`src/rtl/operand_fetch_stage_pkg.sv`:
```
// Shared widths and the ID/EX register layout for the operand fetch stage.
// An all-zero ID/EX entry is a bubble.
package operand_fetch_stage_pkg;

    localparam int XLEN       = 32;
    localparam int REG_ADDR_W = 5;
    localparam int CTRL_W     = 16;

    typedef struct packed {
        logic                  valid;
        logic [REG_ADDR_W-1:0] rd;
        logic                  reg_write;
        logic                  mem_read;
        logic [XLEN-1:0]       op1;
        logic [XLEN-1:0]       op2;
        logic [XLEN-1:0]       imm;
        logic [XLEN-1:0]       pc;
        logic [CTRL_W-1:0]     ctrl;
    } idex_t;

    localparam idex_t IDEX_BUBBLE = '0;

endpackage

```
`src/rtl/operand_fetch_stage_bypass_mux.sv`:
```
// One source operand: picks bypass/register-file data and flags a hazard for that rs.
// OPFETCH_FORWARD_EN selects the bypass network; otherwise any in-flight writer interlocks.
module operand_bypass_mux
    import operand_fetch_stage_pkg::*;
(
    input  logic [REG_ADDR_W-1:0] rs,
    input  logic [XLEN-1:0]       read_data,
    input  logic                  ex_valid,
    input  logic                  ex_reg_write,
    input  logic                  ex_mem_read,
    input  logic [REG_ADDR_W-1:0] ex_rd,
    input  logic [XLEN-1:0]       ex_alu_result,
    input  logic                  mem_reg_write,
    input  logic [REG_ADDR_W-1:0] mem_rd,
    input  logic [XLEN-1:0]       mem_result,
    input  logic                  wb_reg_write,
    input  logic [REG_ADDR_W-1:0] wb_rd,
    input  logic [XLEN-1:0]       wb_data,
    output logic [XLEN-1:0]       operand,
    output logic                  hazard
);
    logic rs_nz, ex_match, mem_match, wb_match;

    // rs != 0 also guarantees a matching rd is nonzero, so x0 writers never hit.
    assign rs_nz     = |rs;
    assign ex_match  = rs_nz & ex_valid & ex_reg_write & (ex_rd == rs);
    assign mem_match = rs_nz & mem_reg_write & (mem_rd == rs);
    assign wb_match  = rs_nz & wb_reg_write & (wb_rd == rs);

`ifdef OPFETCH_FORWARD_EN
    always_comb begin
        hazard  = rs_nz & ex_valid & ex_mem_read & (ex_rd == rs);
        operand = read_data;
        if (!rs_nz)
            operand = '0;
        else if (ex_match & ~ex_mem_read)
            operand = ex_alu_result;
        else if (mem_match)
            operand = mem_result;
        else if (wb_match)
            operand = wb_data;
    end
`else
    logic unused_fwd;
    assign unused_fwd = ^{ex_alu_result, mem_result, wb_data, ex_mem_read};

    always_comb begin
        hazard  = ex_match | mem_match | wb_match;
        operand = rs_nz ? read_data : '0;
    end
`endif

endmodule

```
`src/rtl/operand_fetch_stage.sv`:
```
// ID-stage operand fetch with hazard/hold/flush control and the ID/EX register.
// Bypass vs. interlock behaviour is selected by OPFETCH_FORWARD_EN.
module operand_fetch_stage
    import operand_fetch_stage_pkg::*;
(
    input  logic                  clk,
    input  logic                  rst,
    input  logic                  id_valid,
    input  logic [REG_ADDR_W-1:0] id_rs1,
    input  logic [REG_ADDR_W-1:0] id_rs2,
    input  logic [REG_ADDR_W-1:0] id_rd,
    input  logic                  id_reg_write,
    input  logic                  id_mem_read,
    input  logic [XLEN-1:0]       id_imm,
    input  logic [XLEN-1:0]       id_pc,
    input  logic [CTRL_W-1:0]     id_ctrl,
    output logic [REG_ADDR_W-1:0] read_reg_1,
    output logic [REG_ADDR_W-1:0] read_reg_2,
    input  logic [XLEN-1:0]       read_data_1,
    input  logic [XLEN-1:0]       read_data_2,
    input  logic [XLEN-1:0]       ex_alu_result,
    input  logic [REG_ADDR_W-1:0] mem_rd,
    input  logic                  mem_reg_write,
    input  logic [XLEN-1:0]       mem_result,
    input  logic [REG_ADDR_W-1:0] wb_rd,
    input  logic                  wb_reg_write,
    input  logic [XLEN-1:0]       wb_data,
    input  logic                  ex_hold,
    input  logic                  flush,
    output logic                  stall_id,
    output logic                  ex_valid,
    output logic [XLEN-1:0]       ex_op1,
    output logic [XLEN-1:0]       ex_op2,
    output logic [REG_ADDR_W-1:0] ex_rd,
    output logic                  ex_reg_write,
    output logic                  ex_mem_read,
    output logic [XLEN-1:0]       ex_imm,
    output logic [XLEN-1:0]       ex_pc,
    output logic [CTRL_W-1:0]     ex_ctrl
);
    idex_t           idex_q, idex_d;
    logic [XLEN-1:0] op1, op2;
    logic            haz1, haz2, hazard;

    assign read_reg_1 = id_rs1;
    assign read_reg_2 = id_rs2;

    operand_bypass_mux u_op1 (
        .rs(id_rs1), .read_data(read_data_1),
        .ex_valid(idex_q.valid), .ex_reg_write(idex_q.reg_write),
        .ex_mem_read(idex_q.mem_read), .ex_rd(idex_q.rd), .ex_alu_result(ex_alu_result),
        .mem_reg_write(mem_reg_write), .mem_rd(mem_rd), .mem_result(mem_result),
        .wb_reg_write(wb_reg_write), .wb_rd(wb_rd), .wb_data(wb_data),
        .operand(op1), .hazard(haz1)
    );

    operand_bypass_mux u_op2 (
        .rs(id_rs2), .read_data(read_data_2),
        .ex_valid(idex_q.valid), .ex_reg_write(idex_q.reg_write),
        .ex_mem_read(idex_q.mem_read), .ex_rd(idex_q.rd), .ex_alu_result(ex_alu_result),
        .mem_reg_write(mem_reg_write), .mem_rd(mem_rd), .mem_result(mem_result),
        .wb_reg_write(wb_reg_write), .wb_rd(wb_rd), .wb_data(wb_data),
        .operand(op2), .hazard(haz2)
    );

    // Flush outranks hold and hazards: the ID instruction is dropped, nothing stalls.
    always_comb begin
        hazard   = id_valid & (haz1 | haz2);
        stall_id = ~flush & (ex_hold | hazard);
        idex_d   = IDEX_BUBBLE;
        if (flush) begin
            idex_d = IDEX_BUBBLE;
        end else if (ex_hold) begin
            idex_d = idex_q;
        end else if (id_valid & ~hazard) begin
            idex_d.valid     = 1'b1;
            idex_d.rd        = id_rd;
            idex_d.reg_write = id_reg_write;
            idex_d.mem_read  = id_mem_read;
            idex_d.op1       = op1;
            idex_d.op2       = op2;
            idex_d.imm       = id_imm;
            idex_d.pc        = id_pc;
            idex_d.ctrl      = id_ctrl;
        end
    end

    always_ff @(posedge clk) begin
        if (rst)
            idex_q <= IDEX_BUBBLE;
        else
            idex_q <= idex_d;
    end

    assign ex_valid     = idex_q.valid;
    assign ex_op1       = idex_q.op1;
    assign ex_op2       = idex_q.op2;
    assign ex_rd        = idex_q.rd;
    assign ex_reg_write = idex_q.reg_write;
    assign ex_mem_read  = idex_q.mem_read;
    assign ex_imm       = idex_q.imm;
    assign ex_pc        = idex_q.pc;
    assign ex_ctrl      = idex_q.ctrl;

endmodule

```
`config.mk`:
```
export PLATFORM = sky130hd
export DESIGN_NAME = operand_fetch_stage
export DESIGN_NICKNAME = d
export VERILOG_FILES = /design/src/rtl/operand_fetch_stage_pkg.sv /design/src/rtl/operand_fetch_stage_bypass_mux.sv /design/src/rtl/operand_fetch_stage.sv
export SDC_FILE = /design/constraint.sdc
export NUM_CORES = 1
export LEC_CHECK = 0
export ABC_AREA = 1
export BUFFER_PORTS_ARGS = -buffer_cell sky130_fd_sc_hd__buf_4
export CAP_MARGIN = 10
export CELL_PAD_IN_SITES_DETAIL_PLACEMENT = 0
export CELL_PAD_IN_SITES_GLOBAL_PLACEMENT = 2
export CORE_MARGIN = 1.5
export CORE_UTILIZATION = 23
export DETAILED_ROUTE_END_ITERATION = 10
export GPL_ROUTABILITY_DRIVEN = 0
export PLACE_DENSITY_LB_ADDON = 0.1
export SYNTH_ARGS = -nofsm -noshare
export SYNTH_HDL_FRONTEND = slang
export SYNTH_SLANG_ARGS = --single-unit
```
`constraint.sdc`:
```
create_clock -name clk -period 2.6 [get_ports clk]
set_input_delay 0 -clock clk [delete_from_list [all_inputs] [get_ports clk]]
set_output_delay 0 -clock clk [all_outputs]
set_load 0.005 [all_outputs]
```
=== Word level (Yosys, flattened, before mapping) ===
Cells that the tools add are included.
Widths: inputs -> output; s select.

* Flip-flop bits (word level): 152
* Output and inout bits: 163
* Logic and storage cells: 46

* Equal/unequal tests: 6
* Mux-type cells: 3
* Bitwise operators: 25
* Reductions and logical operators: 3

{| class="wikitable"
|+ Operators by type and width
! cell !! count
|-
| $mux 152 || 1
|-
| $mux 32 || 2
|-
| $eq 5x5->1 || 6
|-
| $and 1x1->1 || 17
|-
| $reduce_or 5->1 || 2
|-
| $or 1x1->1 || 6
|-
| $not 1->1 || 2
|-
| $reduce_or 2->1 || 1
|}

=== Depth between registers and ports, before layout ===
* Depth after elaboration: 11
* Depth in mapped cells: 11
* Depth with buffers taken out: 10

=== Cells and area by module ===
A second synthesis with hierarchy kept.

* Cells, all modules: 943
* Area total of the unflattened synthesis: 7279.5 sq um

{| class="wikitable"
|+ By module, submodules not included
! module !! times used !! cells each !! area each (sq um) !! sequential area each (sq um)
|-
| operand_fetch_stage || 1 || 691 || 6155.9 || 3042.9
|-
| operand_bypass_mux || 2 || 126 || 561.8 || 0.0
|}

=== Worst setup path after synthesis ===
No wires, ideal clock.

* Path type: register -> register
* Start point: register idex_q, in the netlist ex_rd[3]
* End point: register idex_q, in the netlist ex_imm[26]
* Arrival time: 1258 ps
* Setup slack: 1210 ps
* Cell stages (with the launch flop): 12
* Cell sequence: dfxtp_1 inv_1 nand2_1 nand2_1 nor2_1 nand3_1 nand3_1 nand2_2 buf_6 buf_6 nand4_1 a21oi_1

* Word-level cells in the longest chain between the ends: 9
* Elaborated cells between the ends (all ways): 13

{| class="wikitable"
|+ RTL lines
! element !! line !! source
|-
| start, declared || operand_fetch_stage.sv:41 || <nowiki>idex_t idex_q, idex_d;</nowiki>
|-
| start signal, assigned || operand_fetch_stage.sv:92 || <nowiki>idex_q <= idex_d;</nowiki>
|-
| $eq 5x5->1 || operand_fetch_stage_bypass_mux.sv:26 || <nowiki>assign ex_match = rs_nz & ex_valid & ex_reg_write & (ex_rd == rs);</nowiki>
|-
| $and 1x1->1 || operand_fetch_stage_bypass_mux.sv:26 ||
|-
| $or 1x1->1 (2 in series) || operand_fetch_stage_bypass_mux.sv:48 || <nowiki>hazard = ex_match | mem_match | wb_match;</nowiki>
|-
| $or 1x1->1 (*) || operand_fetch_stage.sv:68 || <nowiki>hazard = id_valid & (haz1 | haz2);</nowiki>
|-
| $and 1x1->1 (*) || operand_fetch_stage.sv:68 ||
|-
| $not 1->1 (*) || operand_fetch_stage.sv:75 || <nowiki>end else if (id_valid & ~hazard) begin</nowiki>
|-
| $and 1x1->1 (*) || operand_fetch_stage.sv:75 ||
|-
| $mux 152 (*) || operand_fetch_stage.sv:75 ||
|}

Mark *: on every way between the ends. The rest lies on a longest branch, timed or not.
A chain may end at the register's enable or synchronous reset.

=== Worst setup path after layout ===
* Start point: register idex_q, in the netlist ex_rd[0]
* End point: output port stall_id

* Word-level cells in the longest chain between the ends: 8
* Elaborated cells between the ends (all ways): 12

{| class="wikitable"
|+ RTL lines
! element !! line !! source
|-
| $eq 5x5->1 || operand_fetch_stage_bypass_mux.sv:26 ||
|-
| $and 1x1->1 || operand_fetch_stage_bypass_mux.sv:26 ||
|-
| $or 1x1->1 (2 in series) || operand_fetch_stage_bypass_mux.sv:48 ||
|-
| $or 1x1->1 (*) || operand_fetch_stage.sv:68 ||
|-
| $and 1x1->1 (*) || operand_fetch_stage.sv:68 ||
|-
| $or 1x1->1 (*) || operand_fetch_stage.sv:69 || <nowiki>stall_id = ~flush & (ex_hold | hazard);</nowiki>
|-
| $and 1x1->1 (*) || operand_fetch_stage.sv:69 ||
|-
| end, declared || operand_fetch_stage.sv:30 || <nowiki>output logic stall_id,</nowiki>
|}

Marks and branches as above.

==> results.tsv <==
metric	value	unit
status	completed	
hold depth	5	
Slowest cell on crit path	dfxtp_1	
synth-to-layout area growth	70.7	%
share of the synthesized area in the top cell type	0.438	
Power Density	496	nW/µm²
largest net degree at the start of global routing	154	
largest area contributor in the netlist	dfxtp_1	
CP max FO	42	
Final Hold Vio Count	0	
WP data required	2.60	ns
die area	31200	µm²
Antenna Cells	0	
drt drc	0	
drt wl/cell	15.9	µm
Worst Setup Start Kind	register	
ys flop type	dfxtp_1	
clk root buf	clkbuf_16	
Worst Setup SP	ex_rd[0]	
CTS tree	done	
Worst-Margin Slew	0.806	ns
antenna violations before repair	1	
WP data arrival	2.34	ns
Sinks on Clock Net	152	
max-slew violations	0	
Tmin final	2.34	ns
Crit. End Element	primary output	
Worst R2R Start	ex_rd[0]	
starting density of the core	0.234	
vias in the first global route	7949	
Syn Area/Cell	7.12	µm²
total design power	5.88	mW
post-synthesis net count	1249	
Setup Crit Path Kind	reg2out	
GR Overflow Total	0	
Syn. warnings	0	
DR pass1 iterations	4	
post-synthesis instance area	6940	µm²
CP max stage delay	0.46	ns
CTS Hold Buffers Added	150	
post-synth cell types	20	
Most common cell on crit path	nand2_1	
DIE HEIGHT	177	µm
# rows	63	
Synth async-reset ratio	0	
crit-path cells	inv_1 > nand2_1 > nand2_1 > nor2_1 > nand3_1 > nand3_1 > nand2_4 > buf_12 > nand2_1 > a21oi_1 > nor2_1 > buf_4	
core area	29600	µm²
clock buffer depth	2	
synthesized instance count	975	
DP HPWL	18.3	mm
postcts setup bufs	0	
Setup Skew	0.0150	ns
Iter 0 DRT Violations	399	
H-tree depth	4	
sequential area share after synthesis	0.438	
worst hold path startpoint	read_data_1[0]	
layout cells sized above 1	0.286	
Max Clk Rate	428	MHz
leakage dissipation	5.36	nW
Clock Latency Late Sink	0.42	ns
Seq cells post-synth	152	
RSZ-0062 raised after global routing	false	
DRT Wirelength	28.8	mm
peak supply drop	375	µV
die width	177	µm
nets	1683	
HP Class	in2reg	
Post-DRT Antenna Nets	0	
post-DR vias/cell	4.44	
Synth area leaders	dfxtp_1 44%, nand2_1 15%, nand4_1 14%, a21oi_1 11%, inv_1 4.4%	
Max-Cap Viols	0	
reg2reg path depth	9	
total CTS buffers	17	
most numerous cell in the Yosys netlist	nand2_1	
global-route wire length before repair	44.4	mm
I/O pin count	437	
WHS	0.0362	ns
# resized after CTS	0	
routed vias	8047	
Post-synth EDFFs	0	
total global-route track usage	0.179	
# port buffers	340	
Rel. slew slack	0.463	
Setup TNS Final	0	ns
period utilization	0.900	
most frequent cells after synthesis	281 x nand2_1, 155 x a21oi_1, 152 x dfxtp_1, 151 x nand4_1, 82 x inv_1	
endpoints failing setup	0	
Worst-path clk slew	0.08	ns
layout make-up:
| class | count | area (µm²) |
|---|---|---|
| fill | 3203 | 17800 |
| timing repair buffer | 513 | 4380 |
| sequential | 152 | 3040 |
| multi-input combinational | 636 | 3020 |
| tap | 390 | 488 |
| clock buffer | 19 | 453 |
| inverter | 89 | 334 |
| clock inverter | 13 | 128 |
metal layers:
layer / wire [µm] / GRT usage
met4: 556 / 0.0569
met2: 13000 / 0.284
met5: 10 / 0
met3: 1780 / 0.0457
met1: 13400 / 0.236
layout by cell type (no fill, tap or decap), types with 2 or more instances in the layout:
cell type	n
a21oi_1	155
dlygate4sd3_1	150
o21ai_0	2
inv_1	82
buf_12	12
dfxtp_1	152
nand2_4	2
nand3_1	10
inv_6	4
inv_2	7
nor2_1	23
clkbuf_8	2
clkinvlp_4	3
nand2_1	281
clkbuf_16	17
o21ai_1	6
nor3_1	2
nand4_1	151
buf_4	351
inv_8	4
path summary, 6_finish.rpt:
check        slack (ns)          to
max                0.26    stall_id
min                0.04   ex_op1[0]
max reg2reg        0.64  ex_ctrl[7]
min reg2reg        0.46  ex_op2[29]
where the power goes:
| group | total (mW) | switching [mW] | leakage (nW) | internal, mW |
|---|---|---|---|---|
| registers | 2.40 | 0.0277 | 1.23 | 2.38 |
| clock network | 2.50 | 1.17 | 0.278 | 1.32 |
| logic | 0.979 | 0.449 | 3.85 | 0.530 |
| total | 5.88 | 1.65 | 5.36 | 4.23 |
per-stage QoR:
step | cells | cell area, µm² | util | setup slack, ns
finish | 1812 | 11800 | 0.400 | 0.261
global route | 1812 | 11800 | 0.400 | 0.0187
CTS | 1812 | 11800 | 0.400 | 0.181
detailed placement | 1630 | 9760 | 0.329 | 0.601
global placement | 1630 | 9760 | 0.329 | 0.622
floorplan | 975 | 6940 | - | 1.21
cell families after synthesis:
kind of cell / Yosys count / share of synthesized area
flip-flops: 152 / 0.438
XOR/XNOR: 1 / 0.00126
buffers and inverters: 187 / 0.129
AND/OR/NAND/NOR: 472 / 0.314
AO/OA/AOI/OAI: 163 / 0.118
flip-flops by register name, summed over array words and instances (netlist names):
signal        flops
ex_imm           32
ex_op1           32
ex_op2           32
ex_pc            32
ex_ctrl          16
ex_rd             5
ex_mem_read       1
ex_reg_write      1
ex_valid          1
critical path, delay by kind of cell, from the launching register on:
kind / cells / cell delay [ns]
and+or+nand+nor: 8 / 0.90
DFF: 1 / 0.46
buffers and inverters: 3 / 0.48
AOI/OAI and AO/OA: 1 / 0.07
Note: power is estimated with default switching activity, not from simulation.
